## src/rtl/stage_wb_if.sv

```systemverilog
// MEM/WB handshake bundle and register-file write port of stage_wb.
// Bypass signals exist only when WB_BYPASS_EN is defined.
interface stage_wb_if #(
   parameter int CNT_W = 32
);
   logic             Stall_WB;
   logic             Flush_WB;
   logic             Valid_in_WB;
   logic             RegWrite_in_WB;
   logic             MemtoReg_in_WB;
   logic [2:0]       LoadType_in_WB;
   logic [31:0]      ALUResult_in_WB;
   logic [31:0]      MemReadData_in_WB;
   logic [4:0]       WriteRegister_in_WB;
   logic             RegWrite_out_WB;
   logic [4:0]       WriteRegister_out_WB;
   logic [31:0]      WriteData_out_WB;
   logic [CNT_W-1:0] RetireCount_WB;
`ifdef WB_BYPASS_EN
   logic             BypassValid_WB;
   logic [4:0]       BypassReg_WB;
   logic [31:0]      BypassData_WB;

   modport master (
      output Stall_WB, Flush_WB, Valid_in_WB,
      output RegWrite_in_WB, MemtoReg_in_WB,
      output LoadType_in_WB, ALUResult_in_WB,
      output MemReadData_in_WB, WriteRegister_in_WB,
      input  RegWrite_out_WB, WriteRegister_out_WB,
      input  WriteData_out_WB, RetireCount_WB,
      input  BypassValid_WB, BypassReg_WB,
      input  BypassData_WB
   );
   modport slave (
      input  Stall_WB, Flush_WB, Valid_in_WB,
      input  RegWrite_in_WB, MemtoReg_in_WB,
      input  LoadType_in_WB, ALUResult_in_WB,
      input  MemReadData_in_WB, WriteRegister_in_WB,
      output RegWrite_out_WB, WriteRegister_out_WB,
      output WriteData_out_WB, RetireCount_WB,
      output BypassValid_WB, BypassReg_WB,
      output BypassData_WB
   );
`else
   modport master (
      output Stall_WB, Flush_WB, Valid_in_WB,
      output RegWrite_in_WB, MemtoReg_in_WB,
      output LoadType_in_WB, ALUResult_in_WB,
      output MemReadData_in_WB, WriteRegister_in_WB,
      input  RegWrite_out_WB, WriteRegister_out_WB,
      input  WriteData_out_WB, RetireCount_WB
   );
   modport slave (
      input  Stall_WB, Flush_WB, Valid_in_WB,
      input  RegWrite_in_WB, MemtoReg_in_WB,
      input  LoadType_in_WB, ALUResult_in_WB,
      input  MemReadData_in_WB, WriteRegister_in_WB,
      output RegWrite_out_WB, WriteRegister_out_WB,
      output WriteData_out_WB, RetireCount_WB
   );
`endif
endinterface

```

## src/rtl/stage_wb.sv

```systemverilog
// Write-back stage: MEM/WB register, load formatting, retire counter.
// Optional registered bypass outputs under macro WB_BYPASS_EN.
module stage_wb #(
   parameter int CNT_W = 32
) (
   input logic       Clk,
   input logic       Reset,
   stage_wb_if.slave wb
);
   logic             valid_q;
   logic             regwrite_q;
   logic             memtoreg_q;
   logic [2:0]       loadtype_q;
   logic [31:0]      alu_q;
   logic [31:0]      rdata_q;
   logic [4:0]       wreg_q;
   logic [CNT_W-1:0] count_q;

   logic             we;
   logic [7:0]       byte_sel;
   logic [15:0]      half_sel;
   logic [31:0]      load_data;
   logic [31:0]      wdata;

   always_ff @(posedge Clk) begin
      if (Reset || wb.Flush_WB) begin
         valid_q    <= 1'b0;
         regwrite_q <= 1'b0;
         memtoreg_q <= 1'b0;
         loadtype_q <= 3'd0;
         alu_q      <= 32'd0;
         rdata_q    <= 32'd0;
         wreg_q     <= 5'd0;
      end else if (!wb.Stall_WB) begin
         valid_q    <= wb.Valid_in_WB;
         regwrite_q <= wb.RegWrite_in_WB;
         memtoreg_q <= wb.MemtoReg_in_WB;
         loadtype_q <= wb.LoadType_in_WB;
         alu_q      <= wb.ALUResult_in_WB;
         rdata_q    <= wb.MemReadData_in_WB;
         wreg_q     <= wb.WriteRegister_in_WB;
      end
   end

   // A stalled writer is counted once, on the edge it leaves.
   always_ff @(posedge Clk) begin
      if (Reset)
         count_q <= '0;
      else if (we && !wb.Stall_WB)
         count_q <= count_q + 1'b1;
   end

   assign we = valid_q && regwrite_q && (wreg_q != 5'd0);

   always_comb begin
      byte_sel = 8'd0;
      unique case (alu_q[1:0])
         2'd0: byte_sel = rdata_q[7:0];
         2'd1: byte_sel = rdata_q[15:8];
         2'd2: byte_sel = rdata_q[23:16];
         2'd3: byte_sel = rdata_q[31:24];
         default: byte_sel = 8'd0;
      endcase
   end

   assign half_sel = alu_q[1] ? rdata_q[31:16]
                              : rdata_q[15:0];

   always_comb begin
      load_data = rdata_q;
      case (loadtype_q)
         3'd1: load_data = {{16{half_sel[15]}}, half_sel};
         3'd2: load_data = {16'd0, half_sel};
         3'd3: load_data = {{24{byte_sel[7]}}, byte_sel};
         3'd4: load_data = {24'd0, byte_sel};
         default: load_data = rdata_q;
      endcase
   end

   assign wdata = memtoreg_q ? load_data : alu_q;

   assign wb.RegWrite_out_WB      = we;
   assign wb.WriteRegister_out_WB = wreg_q;
   assign wb.WriteData_out_WB     = wdata;
   assign wb.RetireCount_WB       = count_q;

`ifdef WB_BYPASS_EN
   logic        byp_valid_q;
   logic [4:0]  byp_reg_q;
   logic [31:0] byp_data_q;

   // Updates even while stalled so ID/EX sees last cycle's commit.
   always_ff @(posedge Clk) begin
      if (Reset) begin
         byp_valid_q <= 1'b0;
         byp_reg_q   <= 5'd0;
         byp_data_q  <= 32'd0;
      end else begin
         byp_valid_q <= we;
         byp_reg_q   <= wreg_q;
         byp_data_q  <= wdata;
      end
   end

   assign wb.BypassValid_WB = byp_valid_q;
   assign wb.BypassReg_WB   = byp_reg_q;
   assign wb.BypassData_WB  = byp_data_q;
`endif
endmodule
```

## src/flat_wrapper.sv

```systemverilog
// flat-port wrapper written by rule: the top's interface ports become plain ports
module stage_wb_flat 
#(
   parameter int CNT_W = 32
)
  (Clk, Reset, wb_Stall_WB, wb_Flush_WB, wb_Valid_in_WB, wb_RegWrite_in_WB, wb_MemtoReg_in_WB, wb_LoadType_in_WB, wb_ALUResult_in_WB, wb_MemReadData_in_WB, wb_WriteRegister_in_WB, wb_RegWrite_out_WB, wb_WriteRegister_out_WB, wb_WriteData_out_WB, wb_RetireCount_WB);
  stage_wb_if #(.CNT_W(CNT_W)) wb_i ();
  input logic Clk;
  input logic Reset;
  input wire logic [$bits(wb_i.Stall_WB)-1:0] wb_Stall_WB;
  input wire logic [$bits(wb_i.Flush_WB)-1:0] wb_Flush_WB;
  input wire logic [$bits(wb_i.Valid_in_WB)-1:0] wb_Valid_in_WB;
  input wire logic [$bits(wb_i.RegWrite_in_WB)-1:0] wb_RegWrite_in_WB;
  input wire logic [$bits(wb_i.MemtoReg_in_WB)-1:0] wb_MemtoReg_in_WB;
  input wire logic [$bits(wb_i.LoadType_in_WB)-1:0] wb_LoadType_in_WB;
  input wire logic [$bits(wb_i.ALUResult_in_WB)-1:0] wb_ALUResult_in_WB;
  input wire logic [$bits(wb_i.MemReadData_in_WB)-1:0] wb_MemReadData_in_WB;
  input wire logic [$bits(wb_i.WriteRegister_in_WB)-1:0] wb_WriteRegister_in_WB;
  output wire logic [$bits(wb_i.RegWrite_out_WB)-1:0] wb_RegWrite_out_WB;
  output wire logic [$bits(wb_i.WriteRegister_out_WB)-1:0] wb_WriteRegister_out_WB;
  output wire logic [$bits(wb_i.WriteData_out_WB)-1:0] wb_WriteData_out_WB;
  output wire logic [$bits(wb_i.RetireCount_WB)-1:0] wb_RetireCount_WB;
  assign wb_i.Stall_WB = wb_Stall_WB;
  assign wb_i.Flush_WB = wb_Flush_WB;
  assign wb_i.Valid_in_WB = wb_Valid_in_WB;
  assign wb_i.RegWrite_in_WB = wb_RegWrite_in_WB;
  assign wb_i.MemtoReg_in_WB = wb_MemtoReg_in_WB;
  assign wb_i.LoadType_in_WB = wb_LoadType_in_WB;
  assign wb_i.ALUResult_in_WB = wb_ALUResult_in_WB;
  assign wb_i.MemReadData_in_WB = wb_MemReadData_in_WB;
  assign wb_i.WriteRegister_in_WB = wb_WriteRegister_in_WB;
  assign wb_RegWrite_out_WB = wb_i.RegWrite_out_WB;
  assign wb_WriteRegister_out_WB = wb_i.WriteRegister_out_WB;
  assign wb_WriteData_out_WB = wb_i.WriteData_out_WB;
  assign wb_RetireCount_WB = wb_i.RetireCount_WB;
  stage_wb #(.CNT_W(CNT_W)) u_core (.Clk(Clk), .Reset(Reset), .wb(wb_i));
endmodule
```

## config.mk

```make
export PLATFORM = sky130hd
export DESIGN_NAME = stage_wb_flat
export DESIGN_NICKNAME = d
export VERILOG_FILES = /design/src/rtl/stage_wb_if.sv /design/src/rtl/stage_wb.sv /design/src/flat_wrapper.sv
export SDC_FILE = /design/constraint.sdc
export NUM_CORES = 1
export LEC_CHECK = 0
export ABC_AREA = 1
export CORE_MARGIN = 2
export CORE_UTILIZATION = 44
export CTS_BUF_LIST = sky130_fd_sc_hd__clkbuf_16
export DETAILED_ROUTE_END_ITERATION = 8
export PLACE_DENSITY = 0.83
export SLEW_MARGIN = 20
export SYNTH_ARGS = -nofsm -noshare
export SYNTH_HDL_FRONTEND = slang
export SYNTH_SLANG_ARGS = --single-unit
```

## constraint.sdc

```tcl
create_clock -name Clk -period 1.5 [get_ports Clk]
set_clock_uncertainty 0.2 [all_clocks]
set_input_delay 0.3 -clock Clk [delete_from_list [all_inputs] [get_ports Clk]]
set_output_delay 0.3 -clock Clk [all_outputs]
set_load 0.05 [all_outputs]
```

## Word-level counts from Yosys, hierarchy flattened

Cells that the tools add are included.

| word-level totals | value |
|---|---|
| logic and storage cells | 27 |
| input port bits | 79 |
| flip-flop bits (word level) | 107 |
| bits in writable memories | 0 |
| latch bits | 0 |
| memories | 0 |
| bits in read-only memories | 0 |
| output and inout port bits | 70 |

| operators by class | value |
|---|---|
| divide/modulo/power cells | 0 |
| shift operators | 0 |
| add/sub/neg operators | 1 |
| magnitude comparators | 0 |
| bitwise operators | 0 |
| muxes and demuxes | 4 |
| reductions and logical operators | 7 |
| equal/unequal tests | 7 |
| multipliers | 0 |

Operators by type and width:

| kind | number |
|---|---|
| 32-bit case mux with 4 select lines | 1 |
| 32-bit by 1-bit adder with 32-bit output, second input constant | 1 |
| 32-bit 2-to-1 mux | 1 |
| 8-bit case mux with 4 select lines | 1 |
| 16-bit 2-to-1 mux | 1 |
| 3-bit by 2-bit equality test with 1-bit output, second input constant | 2 |
| 5-bit nonzero test | 1 |
| 2-bit equality test, second input constant | 2 |
| 3-bit by 1-bit equality test with 1-bit output, second input constant | 1 |
| 3-bit equality test, second input constant | 1 |
| 1-bit logical AND | 3 |
| 2-bit by 1-bit equality test with 1-bit output, second input constant | 1 |
| 2-bit logical NOT | 1 |
| 1-bit logical NOT | 1 |
| 1-bit logical OR | 1 |

## Depth between registers and ports, before layout

| logic depth | value |
|---|---|
| word-level depth | 4 |
| gate-level depth with buffers | 11 |
| depth with buffers taken out | 11 |

## Worst setup path after synthesis

No wires, ideal clock.

| timing path | value |
|---|---|
| path type | flip-flop to output port |
| start point | register u_core.loadtype_q[1] |
| end point | output port wb_WriteData_out_WB[16] |
| path buffers | 1 |
| path slack | -756 ps |
| cell stages (with the launch flop) | 8 |
| data required time | 1000 ps |
| data arrival time | 1756 ps |
| path through | dfxtp_1 > inv_1 > nand3_1 > nand2_2 > nor2_4 > buf_4 > a21oi_1 > a21oi_1 |

| on the way | value |
|---|---|
| word-level cells in the longest chain between the ends | 3 |
| elaborated cells on any way between the ends | 6 |

RTL lines:

| element | RTL line | RTL |
|---|---|---|
| start: declaration | stage_wb.sv:13 | `logic [2:0] loadtype_q;` |
| start signal: assignment | stage_wb.sv:38 | `loadtype_q <= wb.LoadType_in_WB;` |
| 3-bit equality test (tied with other cells) | stage_wb.sv:71 | `case (loadtype_q)` |
| 32-bit case mux with 4 select lines * | stage_wb.sv:71 |  |
| 32-bit 2-to-1 mux * | stage_wb.sv:80 | `assign wdata = memtoreg_q ? load_data : alu_q;` |
| end: declaration | flat_wrapper.sv:21 | `output wire logic [$bits(wb_i.WriteData_out_WB)-1:0] wb_WriteData_out_WB;` |

Mark *: on every way between the ends. The rest lies on a longest branch, timed or not.

## Final worst setup path

| timing path | value |
|---|---|
| start point | register u_core.alu_q[1] |
| end point | output port wb_WriteData_out_WB[9] |

| on the way | value |
|---|---|
| word-level cells in the longest chain between the ends | 4 |
| elaborated cells on any way between the ends | 8 |

RTL lines:

| element | RTL line | RTL |
|---|---|---|
| start: declaration | stage_wb.sv:14 | `logic [31:0] alu_q;` |
| start signal: assignment | stage_wb.sv:39 | `alu_q <= wb.ALUResult_in_WB;` |
| 2-bit equality test (tied with other cells) | stage_wb.sv:57 | `unique case (alu_q[1:0])` |
| 8-bit case mux with 4 select lines | stage_wb.sv:57 |  |
| 32-bit case mux with 4 select lines * | stage_wb.sv:71 |  |
| 32-bit 2-to-1 mux * | stage_wb.sv:80 |  |

Marked as above.

==> results.md <==
Final layout:
- The number of standard cells in the final layout excluding fillers is roughly 1.3k.
- 0 antenna diodes ended up in the layout.
- Fill cells in the final layout number 661.
- The most common library cell in the layout ignoring fill and taps is nand2_1.
- The area growth from synthesis to layout is 87.5%.
- The count of nets after finishing is around 1.2k.
- In the layout the commonest cells are nand2_1, buf_4, a21oi_1.
- The fraction of layout cells with a size suffix above 1 is 43.0%.

STA:
- The pin slew with the least headroom to its limit is approximately 0.45 ns.
- The number of hold-slack violations in the final timing report is 0.
- The final-report max-slew violation count is 0.
- Setup repair after global routing could not meet its margin everywhere.
- In the post-route analysis, the smallest setup slack over all paths is -0.896 ns.
- The ratio of final minimum period to clock period is 160%.
- The number of setup violations in the final report is 71.
- For this run, the top clock speed supported by timing is between 0.4 and 0.5 GHz.
- For the final routed database, the setup TNS stands at -31.92 ns.
- The worst path in the final design needs a cycle of ~2.4 ns, including I/O delays and setup.
- Measured against its own limit, the worst slew margin works out to 69.6%.

Global route:
- Entering global routing, the biggest net connects between 50 and 60 pins.
- The first global-routing pass estimated around 37000 um of wire.
- Global routing finished with a remaining overflow of 0.
- The number of global-route vias before repair is 7294.
- The initial antenna violation count is 0.
- The total routing usage reported by global routing is roughly 34%.

Critical path:
- The number of buffers and inverters on the critical path is 4.
- The worst setup path is of the reg -> out kind.
- The highest cell delay on the worst timing path is approximately 0.40 ns.
- The signal on the critical path passes through buf_12, inv_4, nand2_1, nand2_1, buf_4, nand2_1, a31oi_4, buf_6.
- Among the stages of the critical path, the cell type that occurs most often is nand2_1.
- The largest individual stage delay along the critical path comes from the cell dfxtp_4.
- In this run the worst path has a maximum fanout of 10.
- The startpoint type of the worst setup path is a flop.
- Data on the critical path arrives at its endpoint at about 1.9 ns.
- The capturing element type of the critical path is a primary output.
- The family with the most delay on the worst path is buffers and inverters.
- The required time of the critical path is 1.00 ns.

Clock tree:
- The number of hold-repair buffers added at the cts stage is 0.
- Clock latency on the worst-skew pair, taken at its later pin, is 0.36 ns.
- Counting along the longest clock path gives a buffer depth of 2.
- For this design, the sink count on the clock tree is between 100 and 150.
- The H-tree was split into 3 levels.
- The root cell of the clock tree is clkbuf_16.
- The clock tree from TritonCTS is built.
- The number of CTS-inserted buffers is 9.
- The clock input transition at the sequential cells of the worst setup and hold paths is ~0.070 ns.

Floorplan:
- The floorplan step defined a die boundary enclosing roughly 14000 um^2.
- The initial utilization of the core area, before any placement, comes to about 45%.
- During I/O placement, the number of pins put on the boundary was around 150.
- The die is around 120 um tall.
- The die is about 120 um wide.
- After floorplanning, the core was divided into 41 placement rows.
- The floorplan step defined a core boundary enclosing about 13000 um^2.

Job:
- The total of max-cap violations is 0.

Status:
- The run finished, with violations left.
- The final reports fail on setup timing.

Routing:
- The detailed-route DRC error count is 0.
- The routed length on met1 is a little under 9000 um.
- In this run, the number of DRC markers left after iteration 0 of detailed routing was 780.
- The total wire length is between 20000 and 30000 um.
- The number of vias in the routed layout is 7588.
- The number of vias per cell is between 5 and 6.
- The number of nets with antenna violations after routing is 0.
- After detailed routing, no signal wire sits above met4.
- In the detailed route, the total length drawn on met2 is about 13000 um.
- The detail-routed net length per standard cell is 19.7 um.
- For this run, the detailed router's first-pass iteration total came to 6.
- The amount of wire on met3 after detailed routing is 2100 um.

Place:
- The cell total after placement is about 1.3k.
- During placement, the flow inserted port buffers numbering around 150.
- The wire-length estimate of the detail-placed layout is 15000 um.
- At the end of routability-driven placement, the weighted congestion stood at 0.930.

Min path:
- The class of the most critical hold timing path is in -> reg.

Synthesis:
- In the synthesized netlist the async set-or-reset flop fraction comes to 0%.
- The share of synthesized area occupied by flip-flops and latches is between 30% and 40%.
- The count of flip-flops with a built-in enable after synthesis is 0.
- A synthesized cell averages roughly 6.6 um^2.
- The number of warnings printed during yosys synthesis is 0.
- The summed instance area of the synthesized netlist is 5650 um^2.
- The synthesized netlist contains 41 unique library cells.
- The gate count of the mapped netlist is about 850.
- The synthesized netlist net count is 933.
- Synthesis inferred about 110 register bits.
- The main flop type after synthesis is dfxtp_1.

Pwr:
- In this run switching power makes up about 30% of total power.
- The internal power component is 5.05 mW.
- The analysis attributes to cell leakage a power of ~4.2 nW.
- The clock network accounts for approximately two fifths of the total power.
- For this design the ratio of total power to cell area is between 600 and 700 nW/um^2.
- The peak ir drop on the vdd network is 0.692 mV.
- Per report_power, the sequential group accounts for between 40% and 50% of the total.
- The total net switching power is between 2 and 2.5 mW.
- In this run, the combinational gates consume 21.2% of the power.
-- flip-flops by register name (all words and copies together) (netlist names) --
| name | flops |
|---|---|
| u_core.wb.WriteRegister_out_WB | 5 |
| u_core.valid_q | 1 |
| u_core.wb.RetireCount_WB | 32 |
| u_core.loadtype_q | 3 |
| u_core.memtoreg_q | 1 |
| u_core.rdata_q | 32 |
| u_core.regwrite_q | 1 |
| u_core.alu_q | 32 |
-- cells by family after synthesis --
group / count (synthesis) / synth area share [%]
XOR/XNOR: 3 / 0.465
AO/OA/AOI/OAI: 180 / 18.5
buffers and inverters: 104 / 8.04
flip-flops: 107 / 37.9
adder cells (fa/ha/maj): 1 / 0.221
AND/OR/NAND/NOR: 458 / 34.8
-- power by group through the flow --
stage / Sequential, mW / Combinational [mW] / Clock [mW]
detailed placement: 2.97 / 1.30 / 0
CTS: 2.91 / 1.42 / 2.71
global placement: 2.97 / 1.28 / 0
floorplan: 2.98 / 0.677 / 0
global route: 2.92 / 1.58 / 2.84
finish: 2.91 / 1.52 / 2.72
-- metal layers --
metal,track usage [%],vias up
met3,6.03,173
met2,61.7,541
li1,-,3330
met1,35.7,3544
met5,0,-
met4,20.4,0
-- metrics by stage --
step | worst slack (ns) | util (%) | instance area [um^2] | total power [mW] | hold WS, ns
3_5_place_dp | -0.503 | 71.1 | 8930 | 4.27 | 0.259
3_3_place_gp | -0.482 | 71.1 | 8930 | 4.25 | 0.252
6_report | -0.896 | 84.3 | 10600 | 7.15 | 0.189
4_1_cts | -0.812 | 79.7 | 10000 | 7.04 | 0.182
5_1_grt | -0.908 | 84.3 | 10600 | 7.34 | 0.206
2_1_floorplan | -0.506 | - | 6030 | 3.65 | 0.159
-- Yosys cell counts, types with 4 or more instances --
library cell,number,area share (%)
dfxtp_1,107,38
nand3_1,39,3.5
nand3_2,4,0.71
a211oi_1,17,2.3
nand2_1,273,18
o21ai_1,5,0.44
inv_2,7,0.47
nand2_2,12,1.3
buf_2,7,0.62
a21oi_1,113,10
a21oi_2,10,1.6
buf_4,5,0.66
inv_1,51,3.4
o211ai_1,6,0.80
nor2_2,8,0.89
nor2_4,6,1.2
nor2_1,99,6.6
a31oi_1,9,1.0
clkbuf_1,20,1.3
o21ai_0,12,1.1
buf_1,9,0.60
nand4_1,4,0.44
or2_2,4,0.44
-- worst paths after layout --
| check | start | end | slack [ns] | cells past startpoint |
|---|---|---|---|---|
| worst min-delay path | wb_Stall_WB | u_core.wb.WriteRegister_out_WB[4] | 0.19 | 4 |
| worst max-delay path | u_core.alu_q[1] | wb_WriteData_out_WB[9] | -0.90 | 8 |
| worst max register to register | u_core.wb.RetireCount_WB[1] | u_core.wb.RetireCount_WB[28] | -0.32 | 10 |
| worst min register to register | u_core.alu_q[28] | u_core.alu_q[28] | 0.27 | 2 |
-- worst min-delay path: stages --
cell	delay (ns)
buf_2	0.11
buf_4	0.18
nand2_1	0.07
a21oi_1	0.05
-- timing repair --
action,in CTS,in global routing
buffers inserted,14,33
pin swaps,40,58
endpoints found under the setup margin,87,91
resized for setup,163,118
-- layout make-up --
| type | instances | area, um^2 | share of cell area [%] |
|---|---|---|---|
| multi-input cells | 642 | 3900 | 36.8 |
| repair buffers | 317 | 3600 | 34.0 |
| flip-flops and latches | 107 | 2280 | 21.5 |
| clock buffers | 11 | 275 | 2.60 |
| inverters | 59 | 251 | 2.37 |
| well taps | 172 | 215 | 2.03 |
| clock inverters | 5 | 63.8 | 0.602 |
Power figures use the tool's default switching activity.
